==> config.mk <==
export PLATFORM = sky130hd
export DESIGN_NAME = udb_clock_enable_gen_flat
export DESIGN_NICKNAME = d
export VERILOG_FILES = /design/src/rtl/udb_clock_enable_gen_if.sv /design/src/rtl/udb_clock_enable_gen.sv /design/src/flat_wrapper.sv
export SDC_FILE = /design/constraint.sdc
export NUM_CORES = 1
export LEC_CHECK = 0
export BUFFER_PORTS_ARGS = -buffer_cell sky130_fd_sc_hd__clkbuf_2
export CAP_MARGIN = 5
export CORE_MARGIN = 4
export CORE_UTILIZATION = 60
export DETAILED_ROUTE_END_ITERATION = 8
export PLACE_DENSITY = 0.82
export SYNTH_ARGS = -nofsm -noshare
export SYNTH_HDL_FRONTEND = slang
export SYNTH_SLANG_ARGS = --single-unit
==> constraint.sdc <==
create_clock -name clock -period 2.23 [get_ports clock]
set_input_delay 0.669 -clock clock [delete_from_list [all_inputs] [get_ports clock]]
set_output_delay 0.669 -clock clock [all_outputs]
set_load 0.05 [all_outputs]
==> src/rtl/udb_clock_enable_gen_if.sv <==
// Control/status bundle for udb_clock_enable_gen: run level and divider
// load handshake towards the generator, enable strobe and status back.
interface udb_clock_enable_gen_if #(
  parameter int Width = 8
) ();
  logic             run;
  logic [Width-1:0] div_value;
  logic             div_load;
  logic             div_ack;
  logic             en_out;
  logic             running;
  logic             pending;

  modport master (
    output run, div_value, div_load,
    input  div_ack, en_out, running, pending
  );

  modport slave (
    input  run, div_value, div_load,
    output div_ack, en_out, running, pending
  );
endinterface

==> src/rtl/udb_clock_enable_gen.sv <==
// Periodic single-cycle enable strobe (period = divider + 1) with a
// boundary-aligned divider load/ack handshake. Define
// UDB_CLOCK_ENABLE_GEN_SYNC_EN to pass run through a 2-flop synchronizer.
module udb_clock_enable_gen #(
  parameter int Width        = 8,
  parameter int ResetDivider = 0
) (
  input logic                   clock,
  input logic                   reset,
  udb_clock_enable_gen_if.slave bus
);

  localparam logic [Width-1:0] ResetDiv = Width'(ResetDivider);

  typedef enum logic {
    IDLE,
    RUN
  } state_t;

  state_t           state;
  logic [Width-1:0] count;
  logic [Width-1:0] div_active;
  logic [Width-1:0] div_pend;
  logic             pending_q;
  logic             en_q;
  logic             ack_q;
  logic             running_q;
  logic             run_q;
  logic             apply;
  logic [Width-1:0] div_active_next;

`ifdef UDB_CLOCK_ENABLE_GEN_SYNC_EN
  logic run_meta;
  logic run_sync;

  always_ff @(posedge clock) begin
    if (reset) begin
      run_meta <= 1'b0;
      run_sync <= 1'b0;
    end else begin
      run_meta <= bus.run;
      run_sync <= run_meta;
    end
  end

  assign run_q = run_sync;
`else
  assign run_q = bus.run;
`endif

  // Count is held at zero in IDLE, so one test covers both apply points.
  assign apply           = pending_q && ((state == IDLE) || (count == '0));
  assign div_active_next = apply ? div_pend : div_active;

  always_ff @(posedge clock) begin
    if (reset) begin
      state      <= IDLE;
      count      <= '0;
      div_active <= ResetDiv;
      div_pend   <= '0;
      pending_q  <= 1'b0;
      en_q       <= 1'b0;
      ack_q      <= 1'b0;
      running_q  <= 1'b0;
    end else begin
      if (bus.div_load) begin
        div_pend <= bus.div_value;
      end
      // A load on the apply edge re-arms pending with the newer value.
      pending_q  <= bus.div_load | (pending_q & ~apply);
      ack_q      <= apply;
      div_active <= div_active_next;

      case (state)
        IDLE: begin
          en_q <= 1'b0;
          if (run_q) begin
            state     <= RUN;
            count     <= div_active_next;
            running_q <= 1'b1;
          end else begin
            count     <= '0;
            running_q <= 1'b0;
          end
        end
        RUN: begin
          if (!run_q) begin
            state     <= IDLE;
            count     <= '0;
            en_q      <= 1'b0;
            running_q <= 1'b0;
          end else begin
            en_q      <= (count == '0);
            count     <= (count == '0) ? div_active_next : count - 1'b1;
            running_q <= 1'b1;
          end
        end
        default: begin
          state     <= IDLE;
          count     <= '0;
          en_q      <= 1'b0;
          running_q <= 1'b0;
        end
      endcase
    end
  end

  assign bus.en_out  = en_q;
  assign bus.div_ack = ack_q;
  assign bus.running = running_q;
  assign bus.pending = pending_q;

endmodule
==> src/flat_wrapper.sv <==
// flat-port wrapper written by rule: the top's interface ports become plain ports
module udb_clock_enable_gen_flat 
#(
  parameter int Width        = 8,
  parameter int ResetDivider = 0
)
  (clock, reset, bus_run, bus_div_value, bus_div_load, bus_div_ack, bus_en_out, bus_running, bus_pending);
  udb_clock_enable_gen_if #(.Width(Width)) bus_i ();
  input logic clock;
  input logic reset;
  input wire logic [$bits(bus_i.run)-1:0] bus_run;
  input wire logic [$bits(bus_i.div_value)-1:0] bus_div_value;
  input wire logic [$bits(bus_i.div_load)-1:0] bus_div_load;
  output wire logic [$bits(bus_i.div_ack)-1:0] bus_div_ack;
  output wire logic [$bits(bus_i.en_out)-1:0] bus_en_out;
  output wire logic [$bits(bus_i.running)-1:0] bus_running;
  output wire logic [$bits(bus_i.pending)-1:0] bus_pending;
  assign bus_i.run = bus_run;
  assign bus_i.div_value = bus_div_value;
  assign bus_i.div_load = bus_div_load;
  assign bus_div_ack = bus_i.div_ack;
  assign bus_en_out = bus_i.en_out;
  assign bus_running = bus_i.running;
  assign bus_pending = bus_i.pending;
  udb_clock_enable_gen #(.Width(Width), .ResetDivider(ResetDivider)) u_core (.clock(clock), .reset(reset), .bus(bus_i));
endmodule
=== Word level (Yosys, flattened, before mapping) ===
Cells that the tools add are included.

* Register bits after elaboration: 28
* Bits of input ports: 12
* Output and inout port bits: 4
* Logic and storage cells: 23

* Add/sub/neg operators: 1
* Multiplexer cells: 8
* Bitwise operators: 4
* Reductions and logical operators: 3

{| class="wikitable"
|+ Operators by type and width
! operator !! count
|-
| $mux 8 || 4
|-
| $pmux 8 s2 || 1
|-
| $logic_not 8->1 || 1
|-
| $sub 8x1->8 const B || 1
|-
| $mux 1 || 2
|-
| $not 1->1 || 2
|-
| $pmux 1 s2 || 1
|-
| $and 1x1->1 || 1
|-
| $logic_and 1x1->1 || 1
|-
| $logic_or 1x1->1 || 1
|-
| $or 1x1->1 || 1
|}

=== Logic depth before layout (Yosys ltp) ===
Gate-level depths: netlist of the first run.

* Word-level depth: 7
* Gate-level depth with buffers: 6
* Depth with buffers taken out: 6

=== Worst setup path before layout of the first run ===
Ideal clock, no wire load.

* Path kind: flip-flop to flip-flop
* From: register u_core.state
* To: register u_core.ack_q (netlist: u_core.bus.div_ack)
* Setup time: 114 ps
* Arrival: 1409 ps
* Data required time: 2116 ps
* Slack: 707 ps
* Cell stages (with the launch flop): 6
* Buffers on the path: 1
* Period minus slack after synthesis: 1523 ps
* Cells stage by stage: dfxtp_1 -> inv_1 -> a31oi_4 -> nor2b_2 -> buf_6 -> and2b_1

* Word-level cells in the longest chain between the ends: 3

{| class="wikitable"
|+ Ends and longest elaborated chain
! what !! line !! RTL
|-
| from (decl) || udb_clock_enable_gen.sv:20 || <nowiki>state_t state;</nowiki>
|-
| from (signal assigned) || udb_clock_enable_gen.sv:57 || <nowiki>state <= IDLE;</nowiki>
|-
| from (signal assigned) || udb_clock_enable_gen.sv:78 || <nowiki>state <= RUN;</nowiki>
|-
| from (signal assigned) || udb_clock_enable_gen.sv:88 || <nowiki>state <= IDLE;</nowiki>
|-
| $not 1->1 || udb_clock_enable_gen.sv:52 || <nowiki>assign apply = pending_q && ((state == IDLE) || (count == '0));</nowiki>
|-
| $logic_or 1x1->1 || udb_clock_enable_gen.sv:52 ||
|-
| $logic_and 1x1->1 || udb_clock_enable_gen.sv:52 ||
|-
| to (signal assigned) || udb_clock_enable_gen.sv:71 || <nowiki>ack_q <= apply;</nowiki>
|-
| to (decl) || udb_clock_enable_gen.sv:26 || <nowiki>logic ack_q;</nowiki>
|}

No other way between the ends.
A chain may end at the register's enable or synchronous reset.

=== Worst setup path after layout of the first run ===
* From: register u_core.count[4]
* To: register u_core.div_active[3]

* Word-level cells in the longest chain between the ends: 4

{| class="wikitable"
|+ Ends and longest elaborated chain
! what !! line !! RTL
|-
| from (decl) || udb_clock_enable_gen.sv:21 || <nowiki>logic [Width-1:0] count;</nowiki>
|-
| from (signal assigned) || udb_clock_enable_gen.sv:79 || <nowiki>count <= div_active_next;</nowiki>
|-
| from (signal assigned) || udb_clock_enable_gen.sv:94 || <nowiki>count <= (count == '0) ? div_active_next : count - 1'b1;</nowiki>
|-
| $logic_not 8->1 || udb_clock_enable_gen.sv:52 ||
|-
| $logic_or 1x1->1 || udb_clock_enable_gen.sv:52 ||
|-
| $logic_and 1x1->1 || udb_clock_enable_gen.sv:52 ||
|-
| $mux 8 || udb_clock_enable_gen.sv:53 || <nowiki>assign div_active_next = apply ? div_pend : div_active;</nowiki>
|-
| to (signal assigned) || udb_clock_enable_gen.sv:59 || <nowiki>div_active <= ResetDiv;</nowiki>
|-
| to (signal assigned) || udb_clock_enable_gen.sv:72 || <nowiki>div_active <= div_active_next;</nowiki>
|-
| to (decl) || udb_clock_enable_gen.sv:22 || <nowiki>logic [Width-1:0] div_active;</nowiki>
|}

No other way between the ends.

==> out/qor.yml, run 1 <==
gp_congestion: 0.7435
drv_cap: 0
fmax_mhz: 515.3
routed_wl_um: 2180
cts_resized: 0
grt_pass1_vias: 820
synth_area_leaders: "dfxtp_1 43%, mux2i_1 13%, nand2b_1 8.3%"
finalNetCount: 157
ys_seq_area_share_pct: 43.50
multi_input_area_sq_um: 663.1
coreArea_sq_um: 2002
rr_startpoint: "u_core.count[4]$_SDFF_PP0_"
worstHoldStart: "u_core.div_active[5]$_SDFF_PP0_"
yosysWarnings: 0
area_growth_pct: 8.835
vias: 905
grt_usage_pct: 17.26
rows: 16
ant_nets: 0
final_cells: 170
clockRootBuffer: "clkbuf_4"
place_inst: 166
clk_pin_slew_ns: 0.15
cts_setup_buffers: 0
yosysTopAreaCellShare_pct: 43.50
r2r_cells: 4
synth_area_sq_um: 1289
startpoint: "u_core.count[4]$_SDFF_PP0_"
finalCritPeriodShare_pct: 87.03
endpoint: "u_core.div_active[3]$_SDFF_PP0_"
worst_pin_slew_ns: 0.5504
drt_iter0_drc: 7
antenna_cells: 0
pre_cts_slack_ns: 0.3259
syn_avg_cell_area_sq_um: 9.913
antenna_found_initial: 0
reg2reg_setup_slack_ns: 0.29
finalInstanceArea_sq_um: 1403
finalHoldViolCount: 0
die_area_sq_um: 2953
yosys.area.top_type: "dfxtp_1"
fin_tns_setup_ns: 0
cts_tree: "built"
portBuffers: 15
grt_setup_unrepaired: "no"
cts_buffer_depth: 2
drive_above_1_share_pct: 18.88
dpl_cell_area_sq_um: 1366
r2r-end: "u_core.div_active[3]$_SDFF_PP0_"
clkSinkCount: 28
seqCellArea_sq_um: 560.5
p_total_mw: 0.9220
slew_headroom_pct: 63.14
insertion_delay_ns: 0.33
drc_errors: 0
synth_cell_types: 29
crit_path_end_kind: "flop"
dieHeight_um: 54.35
die_w_um: 54.35
p_leak_nw: 0.5913
worst_slack_ns: 0.2893
start_util_pct: 64.38
power_density_nw_per_um2: 657.4
grt_pass1_wl_um: 3650
final.min_clock_period_ns: 1.941
cp.required_ns: 2.50
final_common_cell: "dfxtp_1"
crit_path_start_kind: "flop"
syn_nets: 143
fillers: 169
hold_buffers: 0
wl_per_cell_um: 12.82
status: "complete, no violations"
cp.arrival_ns: 2.21
ir_drop_mv: 0.5961
io_pins: 16
syn_inst: 130
dp_hpwl_um: 1602
finalSetupViolCount: 0
skew_ns: 0.007592
vias_per_cell: 5.324
finalMaxSlewViolations: 0
dr.pass1.iters: 4
hp-class: "reg -> reg"
worstSetupPathType: "reg -> reg"
worstPathMaxFanout: 15
grt_overflow: 0
htreeDepth: 1
final_cell_mix: "28 x dfxtp_1, 17 x mux2i_1, 17 x nand2b_1, 15 x clkbuf_2, 12 x nor2_1"
cts_buffers: 3
ys_ff_latch: 28
grt_max_degree: 27
## cell type report
class                   count  area share, %
repair buffers             17          6.423
well taps                  27          2.409
inverters                   5          1.338
flip-flops and latches     28          39.96
clock buffers               4          2.587
multi-input cells          89          47.28
## routing by layer
metal	track usage, %	vias to the layer above	share of wire [%]
met1	23.12	415	50
li1	-	470	-
met2	26.69	15	44
met5	0	-	0
met4	7.469	0	1.9
met3	3.542	5	3.9
## cell usage after synthesis, drive strengths merged
cell type / n
o21ai: 3
a221oi: 1
inv: 5
nor3b: 1
ha: 1
buf: 3
o21bai: 1
mux2i: 17
nand2: 2
and2b: 1
mux2: 2
clkbuf: 5
xor2: 1
nor3: 2
a211oi: 10
a21oi: 3
nor2b: 6
a31oi: 2
nand2b: 17
a41o: 1
nor4: 1
nor2: 12
dfxtp: 28
xnor2: 4
nand3: 1
## how the worst min path moves through the flow
| stage | slack (ns) | to | depth (start not counted) |
|---|---|---|---|
| 2_1_floorplan | 0.44 | u_core.div_active[0]$_SDFF_PP0_ | 2 |
| 3_3_place_gp | 0.45 | u_core.div_active[2]$_SDFF_PP0_ | 2 |
| 3_5_place_dp | 0.47 | u_core.div_active[2]$_SDFF_PP0_ | 2 |
| 4_1_cts | 0.49 | u_core.div_active[2]$_SDFF_PP0_ | 2 |
| 5_1_grt | 0.51 | u_core.div_active[4]$_SDFF_PP0_ | 2 |
| 6_report | 0.49 | u_core.div_active[5]$_SDFF_PP0_ | 2 |
## report_power, final
group	leakage (nW)	switching, mW	internal [mW]
Clock	0.0210	0.149	0.100
Sequential	0.229	0.0161	0.521
Combinational	0.342	0.0743	0.0616
## stage by stage
| stage | hold slack, ns | util, % |
|---|---|---|
| 2_1_floorplan | 0.4441 | - |
| 3_3_place_gp | 0.4532 | 68.25 |
| 3_5_place_dp | 0.4674 | 68.25 |
| 4_1_cts | 0.4880 | 70.06 |
| 5_1_grt | 0.5085 | 70.06 |
| 6_report | 0.4876 | 70.06 |
## critical path, stage by stage, from the launching register on
cell and delay, ns:
dfxtp_1 0.38, nor4_4 0.45, a31oi_4 0.27, nor2b_2 0.52
mux2i_1 0.25
## cells by family after synthesis
kind of cell	Yosys count	share of synthesized area [%]
buffers and inverters	13	5.048
AND/OR/NAND/NOR	43	19.42
AO/OA/AOI/OAI	21	12.72
multiplexers	19	14.95
adder cells (fa/ha/maj)	1	0.9707
flip-flops	28	43.50
XOR/XNOR	5	3.398
## registers in the layout, indices dropped and copies added, names as in the netlist
| name | flops |
|---|---|
| u_core.bus.div_ack | 1 |
| u_core.bus.en_out | 1 |
| u_core.bus.pending | 1 |
| u_core.count | 8 |
| u_core.div_active | 8 |
| u_core.div_pend | 8 |
| u_core.state | 1 |
No activity file was read; power rests on OpenSTA's default activity.
==> run 2, diff against run 1 <==
- CORE_UTILIZATION: 60 -> 50
- PLACE_DENSITY: 0.82 -> 0.73
- clock period: 2.23 -> 1.65 ns (I/O delays scaled with it)
==> out/qor.yml, run 2 (synthesized netlist as in run 1, its figures left out) <==
slew_headroom_pct: 79.53
io_pins: 16
grt_pass1_vias: 898
fin_tns_setup_ns: 0
hold_buffers: 0
insertion_delay_ns: 0.33
final.min_clock_period_ns: 1.578
clockRootBuffer: "clkbuf_4"
ir_drop_mv: 0.5597
crit_path_end_kind: "primary output"
dpl_cell_area_sq_um: 1413
slowest_delay_ns: 0.48
slowest_stage: "dfxtp_1"
drt_iter0_drc: 35
worstPathMaxFanout: 6
start_util_pct: 52.02
die_w_um: 58.77
antenna_cells: 0
final_cell_mix: "26 x dfxtp_1, 17 x mux2i_1, 17 x nand2b_1, 14 x clkbuf_2, 12 x nor2_1"
crit_chain: "clkbuf_4"
place_inst: 173
fillers: 235
cts_buffers: 3
status: "complete, no violations"
area_growth_pct: 12.82
crit_path_start_kind: "flop"
reg_top3: "u_core.count x8, u_core.div_active x8, u_core.div_pend x8"
antenna_found_initial: 0
clk_pin_slew_ns: 0.15
finalMaxSlewViolations: 0
cp.arrival_ns: 1.08
cts_tree: "built"
grt_overflow: 0
gp_congestion: 0.7668
grt_pass1_wl_um: 3829
p_leak_nw: 0.6165
final_cells: 177
ant_nets: 0
portBuffers: 15
grt_usage_pct: 14.16
drive_above_1_share_pct: 22.45
hp-class: "in -> reg"
clkSinkCount: 28
die_area_sq_um: 3454
vias: 935
dr.pass1.iters: 4
routed_wl_um: 2168
final_common_cell: "dfxtp_1"
finalHoldViolCount: 0
cts_buffer_depth: 2
critPathTopFamily: "flip-flops"
power_density_nw_per_um2: 863.2
wl_per_cell_um: 12.25
drv_cap: 0
vias_per_cell: 5.282
finalCritPeriodShare_pct: 95.66
finalSetupViolCount: 0
drc_errors: 0
cp.required_ns: 1.15
finalNetCount: 161
rows: 18
worst_pin_slew_ns: 0.3048
finalInstanceArea_sq_um: 1454
fmax_mhz: 633.6
grt_max_degree: 27
skew_ns: 0.01007
dp_hpwl_um: 1633
htreeDepth: 1
grt_setup_unrepaired: "no"
p_total_mw: 1.255
cp_num_buf_inv: 1
dieHeight_um: 58.77
worstSetupPathType: "reg -> out"
coreArea_sq_um: 2477
run 2: changes by cell type in the layout (fill, tap and decap cells not counted):
cell | before | now
dfxtp_2 | 0 | 2
buf_4 | 2 | 5
buf_12 | 0 | 1
clkbuf_4 | 3 | 4
dfxtp_1 | 28 | 26
clkbuf_2 | 15 | 14
run 2: worst paths after layout:
kind	start	to	slack, ns	depth (start not counted)
setup / recovery	u_core.bus.pending$_SDFF_PP0_	bus_pending	0.07	1
hold / removal	bus_div_value[4]	u_core.div_pend[4]$_SDFFE_PP0P_	0.39	3
setup reg to reg	u_core.count[0]$_SDFF_PP0_	u_core.count[2]$_SDFF_PP0_	0.17	6
hold reg to reg	u_core.div_active[3]$_SDFF_PP0_	u_core.div_active[3]$_SDFF_PP0_	0.48	2
run 2: per-stage QoR:
stage / hold slack, ns / utilization (%) / setup slack, ns
3_5_place_dp: 0.4650 / 57.02 / 0.1703
5_1_grt: 0.3963 / 58.69 / 0.008442
3_3_place_gp: 0.4542 / 57.02 / 0.1892
6_report: 0.3947 / 58.69 / 0.07166
4_1_cts: 0.3857 / 58.59 / 0.03697
2_1_floorplan: 0.4441 / - / 0.1266
run 2: per-layer routing:
metal,part of all wire (%),GRT usage (%)
met5,0,0
met4,0.65,3.883
met3,3.0,3.289
met2,44,22.56
met1,52,19.16
run 2: cell type report:
cell class                      instances  area, sq um  area share (%)
Tap cell                               30        37.54           2.582
Multi-Input combinational cell         89        663.1           45.61
Inverter                                5        18.77           1.291
Timing Repair Buffer                   21        135.1           9.294
Clock buffer                            4        36.28           2.496
Sequential cell                        28        563.0           38.73
run 2: timing repair:
| item | in CTS | in global routing |
|---|---|---|
| hold endpoints to repair | 0 | 0 |
| resized for setup | 1 | 2 |
| endpoints found under the setup margin | 1 | 1 |
| setup buffers | 0 | 0 |
run 2: power by group:
group / leakage [nW] / total, mW / switching (mW) / internal [mW]
logic: 0.366 / 0.196 / 0.0997 / 0.0960
clock network: 0.0210 / 0.332 / 0.197 / 0.135
registers: 0.230 / 0.727 / 0.0234 / 0.704
total: 0.616 / 1.26 / 0.320 / 0.935
==> run 3, diff against run 2 <==
- REMOVE_ABC_BUFFERS: default -> 1
==> out/qor.yml, run 3 (synthesized netlist as in run 1, its figures left out) <==
drc_errors: 0
drv_cap: 0
coreArea_sq_um: 2477
fmax_mhz: 623.8
crit_path_start_kind: "flop"
grt_usage_pct: 14.88
p_leak_nw: 0.6357
r2r_cells: 6
crit_path_end_kind: "primary output"
seqCellArea_sq_um: 565.5
multi_input_area_sq_um: 668.1
routed_wl_um: 2276
drt_iter0_drc: 12
fillers: 236
cp.required_ns: 1.15
final_cell_mix: "26 x dfxtp_1, 17 x mux2i_1, 17 x nand2b_1, 15 x clkbuf_2, 12 x nor2_1"
grt_setup_unrepaired: "yes"
slowest_delay_ns: 0.46
finalMaxSlewViolations: 0
dieHeight_um: 58.77
clk_pin_slew_ns: 0.14
worstPathMaxFanout: 5
worstSetupPathType: "reg -> out"
power_density_nw_per_um2: 818.7
hold_path_depth: 3
vias: 939
cp.arrival_ns: 1.11
finalCoreUtilization_pct: 59.49
min_to: "u_core.div_pend[3]$_SDFFE_PP0P_"
vias_per_cell: 5.188
reg_top3: "u_core.count x8, u_core.div_active x8, u_core.div_pend x8"
dr.pass1.iters: 4
gp_congestion: 0.7680
io_pins: 16
wl_per_cell_um: 12.57
dpl_cell_area_sq_um: 1400
start_util_pct: 52.02
grt_pass1_vias: 907
hp-class: "in -> reg"
finalInstanceArea_sq_um: 1474
rr_startpoint: "u_core.count[2]$_SDFF_PP0_"
slowest_stage: "dfxtp_1"
final.min_clock_period_ns: 1.603
finalHoldViolCount: 0
slew_headroom_pct: 77.37
dp_hpwl_um: 1688
ir_drop_mv: 0.6438
reg2reg_setup_slack_ns: 0.08
cts_buffer_depth: 2
grt_max_degree: 27
die_w_um: 58.77
grt_overflow: 0
startpoint: "u_core.bus.pending$_SDFF_PP0_"
crit_chain: "clkbuf_2"
skew_ns: 0.005394
antenna_cells: 0
cp_num_buf_inv: 1
status: "complete, no violations"
portBuffers: 15
worst_pin_slew_ns: 0.3369
clkSinkCount: 28
drive_above_1_share_pct: 24.50
antenna_found_initial: 0
cts_tree: "built"
area_growth_pct: 14.37
die_area_sq_um: 3454
finalNetCount: 166
ant_nets: 0
grt_pass1_wl_um: 3995
r2r-end: "u_core.div_active[2]$_SDFF_PP0_"
htreeDepth: 1
cts_buffers: 3
finalSetupViolCount: 0
critPathTopFamily: "flip-flops"
rows: 18
clockRootBuffer: "clkbuf_4"
final_common_cell: "dfxtp_1"
worstHoldStart: "bus_div_value[3]"
finalCritPeriodShare_pct: 97.16
insertion_delay_ns: 0.32
-- run 3: cell type report --
cell class	count	share of cell area [%]
inverter	5	1.273
tap	30	2.547
sequential	28	38.37
clock buffer	3	1.528
multi-input combinational	89	45.33
timing repair buffer	26	10.95
-- run 3: where the power goes --
group	internal (mW)	leakage, nW	switching (mW)	total, mW
Clock	0.0857	0.0138	0.190	0.275
Sequential	0.703	0.230	0.0230	0.726
Combinational	0.101	0.392	0.104	0.205
Total	0.890	0.636	0.317	1.21
-- run 3: metal layers --
metal  vias up  GRT usage (%)  share of wire, %
met3         4          1.974               3.4
met1       427          19.54                48
met5         -              0                 0
met4         0          4.854               1.3
met2        20          25.08                47
li1        488              -                 -
-- run 3: worst max-delay path by stage --
stage,slack (ns),cells past startpoint,endpoint
after floorplan,-0.04,2,u_core.div_active[0]$_SDFF_PP0_
after global placement,0.15,6,u_core.count[3]$_SDFF_PP0_
after detailed placement,0.07,6,u_core.count[4]$_SDFF_PP0_
after CTS,0.03,6,u_core.count[4]$_SDFF_PP0_
after global routing,-0.03,6,u_core.div_active[1]$_SDFF_PP0_
final,0.05,1,bus_pending
-- run 3: metrics by stage --
| step | power [mW] | instances | hold WS, ns | TNS, ns | setup WS, ns |
|---|---|---|---|---|---|
| after floorplan | 0.8678 | 122 | 0.4435 | -0.3276 | -0.04095 |
| after global placement | 0.9294 | 173 | 0.4547 | 0 | 0.1544 |
| after detailed placement | 0.9338 | 173 | 0.4661 | 0 | 0.06988 |
| after CTS | 1.198 | 176 | 0.3948 | 0 | 0.03382 |
| after global routing | 1.265 | 181 | 0.4026 | -0.04471 | -0.02750 |
| final | 1.207 | 181 | 0.3970 | 0 | 0.04681 |
-- run 3: repair_timing --
item                                   CTS  global route
endpoints found under the hold margin    0             0
buffers inserted                         0             5
setup endpoints to repair                0             7
hold buffers                             0             0
resized for setup                        0             6
-- run 3: worst register-to-register path: stages, from the launching register on --
cell and delay, ns:
dfxtp_4 0.38, nor4_4 0.38, a31oi_4 0.15, buf_4 0.17, nor2b_4 0.11, buf_6 0.15
mux2i_1 0.18
